File: src/rtl/booth_mult_arbiter_if.sv
// Bundle between the requesters, the shared Booth multiplier and the arbiter.
// The slave view belongs to the arbiter; the master view belongs to the clients and the multiplier.
interface booth_mult_arbiter_if #(
  parameter int N_REQ = 4,
  parameter int WIDTH = 8
);
  logic [N_REQ-1:0]       req;
  logic [N_REQ*WIDTH-1:0] a_in;
  logic [N_REQ*WIDTH-1:0] b_in;
  logic [N_REQ-1:0]       gnt;
  logic [N_REQ-1:0]       rsp_valid;
  logic [2*WIDTH-1:0]     rsp_product;
  logic                   rsp_err;
  logic                   mul_start;
  logic [WIDTH-1:0]       mul_a;
  logic [WIDTH-1:0]       mul_b;
  logic                   mul_done;
  logic [2*WIDTH-1:0]     mul_product;
  logic                   busy;

  modport slave (
    input  req, a_in, b_in, mul_done, mul_product,
    output gnt, rsp_valid, rsp_product, rsp_err, mul_start, mul_a, mul_b, busy
  );

  modport master (
    output req, a_in, b_in, mul_done, mul_product,
    input  gnt, rsp_valid, rsp_product, rsp_err, mul_start, mul_a, mul_b, busy
  );
endinterface

File: src/rtl/booth_mult_arbiter.sv
// Round-robin front end that time-shares one sequential multiplier among N_REQ clients,
// with a watchdog that fails a job whose done never arrives.
module booth_mult_arbiter #(
  parameter int N_REQ   = 4,
  parameter int WIDTH   = 8,
  parameter int TIMEOUT = 64
) (
  input logic                 clk,
  input logic                 rst,
  booth_mult_arbiter_if.slave bus
);
  localparam int IW = $clog2(N_REQ);
  localparam int WW = $clog2(TIMEOUT);

  typedef enum logic [2:0] {
    S_IDLE,
    S_GRANT,
    S_START,
    S_WAIT,
    S_RESP
  } state_t;

  state_t             state_reg, state_next;
  logic [IW-1:0]      sel_reg, sel_next;
  logic [IW-1:0]      rr_ptr_reg, rr_ptr_next;
  logic [WW-1:0]      wdog_reg, wdog_next;
  logic [WIDTH-1:0]   mul_a_reg, mul_a_next;
  logic [WIDTH-1:0]   mul_b_reg, mul_b_next;
  logic [2*WIDTH-1:0] prod_reg, prod_next;
  logic               err_reg, err_next;
  logic [IW-1:0]      pick;
  logic               pick_valid;

  logic [WIDTH-1:0]   a_slice [N_REQ];
  logic [WIDTH-1:0]   b_slice [N_REQ];

  genvar gi;
  generate
    for (gi = 0; gi < N_REQ; gi++) begin : gen_port
      assign a_slice[gi]       = bus.a_in[gi*WIDTH +: WIDTH];
      assign b_slice[gi]       = bus.b_in[gi*WIDTH +: WIDTH];
      assign bus.gnt[gi]       = (state_reg == S_GRANT) && (sel_reg == IW'(gi));
      assign bus.rsp_valid[gi] = (state_reg == S_RESP)  && (sel_reg == IW'(gi));
    end
  endgenerate

  assign bus.mul_start   = (state_reg == S_START);
  assign bus.busy        = (state_reg != S_IDLE);
  assign bus.mul_a       = mul_a_reg;
  assign bus.mul_b       = mul_b_reg;
  assign bus.rsp_product = prod_reg;
  assign bus.rsp_err     = err_reg;

  // Scan from the farthest offset down so the requester closest to rr_ptr wins last.
  always_comb begin
    int k;
    k          = 0;
    pick       = '0;
    pick_valid = 1'b0;
    for (int off = N_REQ - 1; off >= 0; off--) begin
      k = int'(rr_ptr_reg) + off;
      if (k >= N_REQ) k = k - N_REQ;
      if (bus.req[IW'(k)]) begin
        pick       = IW'(k);
        pick_valid = 1'b1;
      end
    end
  end

  always_comb begin
    state_next  = state_reg;
    sel_next    = sel_reg;
    rr_ptr_next = rr_ptr_reg;
    wdog_next   = wdog_reg;
    mul_a_next  = mul_a_reg;
    mul_b_next  = mul_b_reg;
    prod_next   = prod_reg;
    err_next    = err_reg;
    case (state_reg)
      S_IDLE: begin
        if (pick_valid) begin
          sel_next   = pick;
          state_next = S_GRANT;
        end
      end
      S_GRANT: begin
        mul_a_next = a_slice[sel_reg];
        mul_b_next = b_slice[sel_reg];
        state_next = S_START;
      end
      S_START: begin
        wdog_next  = '0;
        state_next = S_WAIT;
      end
      S_WAIT: begin
        wdog_next = (wdog_reg == {WW{1'b1}}) ? wdog_reg : wdog_reg + WW'(1);
        // A done in the final watchdog cycle still counts as success.
        if (bus.mul_done) begin
          prod_next  = bus.mul_product;
          err_next   = 1'b0;
          state_next = S_RESP;
        end else if (wdog_reg == WW'(TIMEOUT - 1)) begin
          prod_next  = '0;
          err_next   = 1'b1;
          state_next = S_RESP;
        end
      end
      S_RESP: begin
        rr_ptr_next = (sel_reg == IW'(N_REQ - 1)) ? '0 : sel_reg + IW'(1);
        state_next  = S_IDLE;
      end
      default: state_next = S_IDLE;
    endcase
  end

  always_ff @(posedge clk) begin
    if (rst) begin
      state_reg  <= S_IDLE;
      sel_reg    <= '0;
      rr_ptr_reg <= '0;
      wdog_reg   <= '0;
      mul_a_reg  <= '0;
      mul_b_reg  <= '0;
      prod_reg   <= '0;
      err_reg    <= 1'b0;
    end else begin
      state_reg  <= state_next;
      sel_reg    <= sel_next;
      rr_ptr_reg <= rr_ptr_next;
      wdog_reg   <= wdog_next;
      mul_a_reg  <= mul_a_next;
      mul_b_reg  <= mul_b_next;
      prod_reg   <= prod_next;
      err_reg    <= err_next;
    end
  end
endmodule
File: src/flat_wrapper.sv
// flat-port wrapper written by rule: the top's interface ports become plain ports
module booth_mult_arbiter_flat 
#(
  parameter int N_REQ   = 4,
  parameter int WIDTH   = 8,
  parameter int TIMEOUT = 64
)
  (clk, rst, bus_req, bus_a_in, bus_b_in, bus_mul_done, bus_mul_product, bus_gnt, bus_rsp_valid, bus_rsp_product, bus_rsp_err, bus_mul_start, bus_mul_a, bus_mul_b, bus_busy);
  booth_mult_arbiter_if #(.N_REQ(N_REQ), .WIDTH(WIDTH)) bus_i ();
  input logic clk;
  input logic rst;
  input wire logic [$bits(bus_i.req)-1:0] bus_req;
  input wire logic [$bits(bus_i.a_in)-1:0] bus_a_in;
  input wire logic [$bits(bus_i.b_in)-1:0] bus_b_in;
  input wire logic [$bits(bus_i.mul_done)-1:0] bus_mul_done;
  input wire logic [$bits(bus_i.mul_product)-1:0] bus_mul_product;
  output wire logic [$bits(bus_i.gnt)-1:0] bus_gnt;
  output wire logic [$bits(bus_i.rsp_valid)-1:0] bus_rsp_valid;
  output wire logic [$bits(bus_i.rsp_product)-1:0] bus_rsp_product;
  output wire logic [$bits(bus_i.rsp_err)-1:0] bus_rsp_err;
  output wire logic [$bits(bus_i.mul_start)-1:0] bus_mul_start;
  output wire logic [$bits(bus_i.mul_a)-1:0] bus_mul_a;
  output wire logic [$bits(bus_i.mul_b)-1:0] bus_mul_b;
  output wire logic [$bits(bus_i.busy)-1:0] bus_busy;
  assign bus_i.req = bus_req;
  assign bus_i.a_in = bus_a_in;
  assign bus_i.b_in = bus_b_in;
  assign bus_i.mul_done = bus_mul_done;
  assign bus_i.mul_product = bus_mul_product;
  assign bus_gnt = bus_i.gnt;
  assign bus_rsp_valid = bus_i.rsp_valid;
  assign bus_rsp_product = bus_i.rsp_product;
  assign bus_rsp_err = bus_i.rsp_err;
  assign bus_mul_start = bus_i.mul_start;
  assign bus_mul_a = bus_i.mul_a;
  assign bus_mul_b = bus_i.mul_b;
  assign bus_busy = bus_i.busy;
  booth_mult_arbiter #(.N_REQ(N_REQ), .WIDTH(WIDTH), .TIMEOUT(TIMEOUT)) u_core (.clk(clk), .rst(rst), .bus(bus_i));
endmodule
File: config.mk
export PLATFORM = sky130hd
export DESIGN_NAME = booth_mult_arbiter_flat
export DESIGN_NICKNAME = d
export VERILOG_FILES = /design/src/rtl/booth_mult_arbiter_if.sv /design/src/rtl/booth_mult_arbiter.sv /design/src/flat_wrapper.sv
export SDC_FILE = /design/constraint.sdc
export NUM_CORES = 1
export LEC_CHECK = 0
export CORE_ASPECT_RATIO = 1.4
export CORE_MARGIN = 1
export CORE_UTILIZATION = 43
export CTS_BUF_LIST = sky130_fd_sc_hd__clkbuf_8 sky130_fd_sc_hd__clkbuf_16
export CTS_CLUSTER_DIAMETER = 150
export DETAILED_ROUTE_END_ITERATION = 8
export PLACE_DENSITY = 0.93
export SETUP_SLACK_MARGIN = 0.1
export SYNTH_ARGS = -nofsm -noshare
export SYNTH_HDL_FRONTEND = slang
export SYNTH_SLANG_ARGS = --single-unit
File: constraint.sdc
create_clock -name clk -period 2.85 [get_ports clk]
set_clock_uncertainty 0.2 [all_clocks]
set_input_delay 0.57 -clock clk [delete_from_list [all_inputs] [get_ports clk]]
set_output_delay 0.57 -clock clk [all_outputs]
set_load 0.01 [all_outputs]
==> results.txt <==
The first-pass GRT wire length was 11.0 mm. The die span in x works out to 67.1 um. The number of antenna diodes in the final layout is 0. The die span in y came out at 93.1 um. The setup path with the least slack is of type reg -> out.

The post-detailed-placement half-perimeter wirelength is 5.89 mm, and the number of nets with antenna violations after routing is 0. The upper clock frequency limit is 0.376 GHz. The count of cell types in the netlist is 44, and the overall power consumption is 1570 uW. The total congestion overflow was 0; the clock insertion delay at the later pin of the skew report was 0.29 ns. The largest vdd supply drop is 0.000306 V, and the area of the placeable core is 5610 um^2. Dividing the detail-routed wire length by the instance count gives 17.4 um. STA classifies the critical path startpoint as a flip-flop. The run gives 0 as the number of antenna violations at the first check in global routing. For this block, the initial DRC count from the detailed router was 50. In this run the register-to-register setup slack is 0.61 ns. In this run the count of I/O pins placed on the die edge is 130. The slew at the pin closest to its max-slew limit was 0.937 ns; the setup TNS was 0 ns. In the final design database the tool counted 449 nets. The hold path depth was 1.

The instance area after placement is 3820 um^2, and the static power due to leakage is 0.00133 uW. In the routed design, unresolved DRC markers number 0. The clock passes through at most 2 buffers. In the layout the commonest cells are sky130_fd_sc_hd__clkdlybuf4s50_1, sky130_fd_sc_hd__dfxtp_1, sky130_fd_sc_hd__nand2_1, sky130_fd_sc_hd__a21oi_1. The startpoint identified for the worst hold timing path is u_core.bus.mul_b[4]. The worst pin sits at a relative slew slack of 37.3%. The most frequent standard cell in the layout excluding fill and tap cells was sky130_fd_sc_hd__clkdlybuf4s50_1. Yosys mapped a number of flops with a built-in enable equal to 0. In the synthesized netlist the async set-or-reset flop fraction comes to 0%.

Setup repair after global routing left no endpoint under its margin. Timing startpoint of the critical path: u_core.state_reg[0]. The congestion estimate from routability-driven global placement came to 0.875.

Count of synthesis-stage warnings from yosys: 0. Across the run, the number of max-cap violations was 0. The endpoint identified for the worst register-to-register timing path is u_core.bus.rsp_product[11].

TritonCTS built the clock tree. At the worst endpoint, the arrival time is 1.89 ns. For the via count of the first global-routing pass, the log shows 2,365. The average cell area after synthesis was 10.8 um^2. In the synthesized netlist the dominant register cell turns out to be sky130_fd_sc_hd__dfxtp_1. The first detailed-routing pass took 4 iterations. Setup violations remaining at the end of the flow were counted as 0. The worst-case hold path end point is u_core.bus.mul_b[4]. The min-delay analysis places its worst path in the category reg -> reg. After synthesis, flip-flops and latches occupy 36.1% of the total area. In this run the core area contains 32 standard-cell rows.

For the summed instance area of the synthesized netlist, the log shows 2550 um^2. After clock tree synthesis, the clock-pin slew on the worst setup and hold paths is 0.08 ns. The number of storage elements in the synthesis netlist is 46, and the data required time at the worst endpoint is 2.08 ns. Synthesis produced a netlist with a net count of 329. For the count of fill cells added during filler insertion, the log shows 413. The routed layout has 2,463 vias. The number of flip-flops in the largest register is 16. The average via count per standard cell is 5.78. The number of buffers inserted by port buffering was 129. The floorplan step defined a die boundary enclosing 6240 um^2. The flow ran to the end, and the final reports show no timing, DRC or antenna violations. The tools report the clock sink total as 46. Depth of the most critical reg-to-reg path: 4. Largest net degree at the start of global routing: 35. Buffers inserted during clock tree synthesis total 5. After layout, the worst path uses 93.3% of the clock period. Dividing total power by cell area gives a power density of 399 nW/um^2. The cell count after synthesis came out at 237. The minimum clock period after layout works out to 2.66 ns.

The startpoint identified for the worst register-to-register timing path is u_core.wdog_reg[0]. The maximum level of the CTS H-tree came out at 2. The area added between synthesis and finish is 54.0%. The aggregate global-route resource usage came out at 22.7%. The tree is rooted in a sky130_fd_sc_hd__clkbuf_8.

In the final layout, the share of cells above drive strength 1 is 13.1%. The count of final hold-check violations was 0. After detailed routing, the total wire length is 7.40 mm.

The worst setup path is captured at a primary output. The number of slew-limit violations in the final report was 0; the largest fanout on the critical path was 13. The final design instance area without fill was 3930 um^2; the effective utilization at floorplan was 45.5%.
[cells in the mapped netlist (2+ instances only)]
cell type / number / share of area, %
sky130_fd_sc_hd__o41ai_1: 2 / 0.69
sky130_fd_sc_hd__buf_2: 7 / 1.4
sky130_fd_sc_hd__o21ai_0: 3 / 0.59
sky130_fd_sc_hd__nor4_1: 2 / 0.49
sky130_fd_sc_hd__and2_1: 8 / 2.0
sky130_fd_sc_hd__inv_1: 6 / 0.88
sky130_fd_sc_hd__mux4_2: 16 / 14
sky130_fd_sc_hd__and3_1: 3 / 0.74
sky130_fd_sc_hd__a311oi_2: 8 / 4.7
sky130_fd_sc_hd__buf_4: 4 / 1.2
sky130_fd_sc_hd__a211oi_1: 2 / 0.59
sky130_fd_sc_hd__mux2i_1: 3 / 1.2
sky130_fd_sc_hd__a211o_1: 3 / 1.0
sky130_fd_sc_hd__nand2b_1: 4 / 0.98
sky130_fd_sc_hd__a21oi_1: 22 / 4.3
sky130_fd_sc_hd__a311oi_1: 10 / 3.4
sky130_fd_sc_hd__a31oi_1: 3 / 0.74
sky130_fd_sc_hd__a22o_1: 16 / 5.5
sky130_fd_sc_hd__nand4_1: 2 / 0.49
sky130_fd_sc_hd__ha_1: 5 / 2.5
sky130_fd_sc_hd__buf_6: 8 / 3.5
sky130_fd_sc_hd__nor2_1: 7 / 1.0
sky130_fd_sc_hd__o211ai_1: 2 / 0.59
sky130_fd_sc_hd__clkbuf_1: 3 / 0.44
sky130_fd_sc_hd__nor3b_2: 2 / 0.98
sky130_fd_sc_hd__dfxtp_1: 46 / 36
sky130_fd_sc_hd__nand2_1: 22 / 3.2
sky130_fd_sc_hd__a21o_1: 2 / 0.59
[worst max-delay path: stages (launching register included)]
cell                              delay (ns)
sky130_fd_sc_hd__dfxtp_2                0.48
sky130_fd_sc_hd__nor3b_2                0.38
sky130_fd_sc_hd__and2_1                 0.20
sky130_fd_sc_hd__clkdlybuf4s50_1        0.54
[where the power goes]
group          internal [uW]  switching, uW  leakage [uW]  total [uW]
Combinational            267            177      0.000908         445
Sequential               680           35.2      0.000375         715
Clock                    195            211     0.0000472         406
Total                   1140            424       0.00133        1570
[kinds of logic after synthesis]
family / count (synthesis) / synth area share (%)
compound gates: 78 / 24.8
fa+ha+maj: 5 / 2.45
buf+inv: 28 / 7.41
flops: 46 / 36.1
mux: 19 / 15.3
simple gates: 61 / 13.9
[through the flow]
step / util, % / setup WS (ns) / hold slack (ns) / instances
6_report: 70.0 / 0.192 / 0.282 / 426
5_1_grt: 70.0 / 0.108 / 0.320 / 426
4_1_cts: 69.8 / 0.0468 / 0.286 / 426
3_5_place_dp: 68.1 / 0.387 / 0.267 / 418
3_3_place_gp: 68.1 / 0.444 / 0.256 / 418
2_1_floorplan: - / 0.933 / 0.272 / 237
[worst max path at each step]
stage	cells after the start	to	slack (ns)
floorplan	5	bus_gnt[1]	0.93
global placement	3	bus_rsp_valid[1]	0.44
detailed placement	3	bus_rsp_valid[1]	0.39
CTS	3	bus_rsp_valid[1]	0.05
global route	4	bus_busy	0.11
finish	3	bus_gnt[1]	0.19
[metal layers]
metal | wire length (um) | up-vias | global-route usage [%]
li1 | - | 1164 | -
met1 | 2700 | 1163 | 24.2
met2 | 3650 | 123 | 40.4
met3 | 949 | 13 | 8.17
met4 | 102 | 0 | 6.56
met5 | 0 | - | 0
[final cells by class]
cell class                 instances  area [um^2]  share of cell area (%)
multi-input combinational        163         1450                    36.9
timing repair buffer             135         1350                    34.4
sequential                        46          923                    23.5
tap                               68         85.1                    2.17
clock buffer                       6         82.6                    2.10
inverter                           6         22.5                   0.574
clock inverter                     2         12.5                   0.319
[what timing repair did]
item | CTS | global route
gates resized for setup | 0 | 4
hold buffers | 0 | 0
setup endpoints to repair | 7 | 9
setup buffers | 0 | 0
No activity file was read; power rests on OpenSTA's default activity.
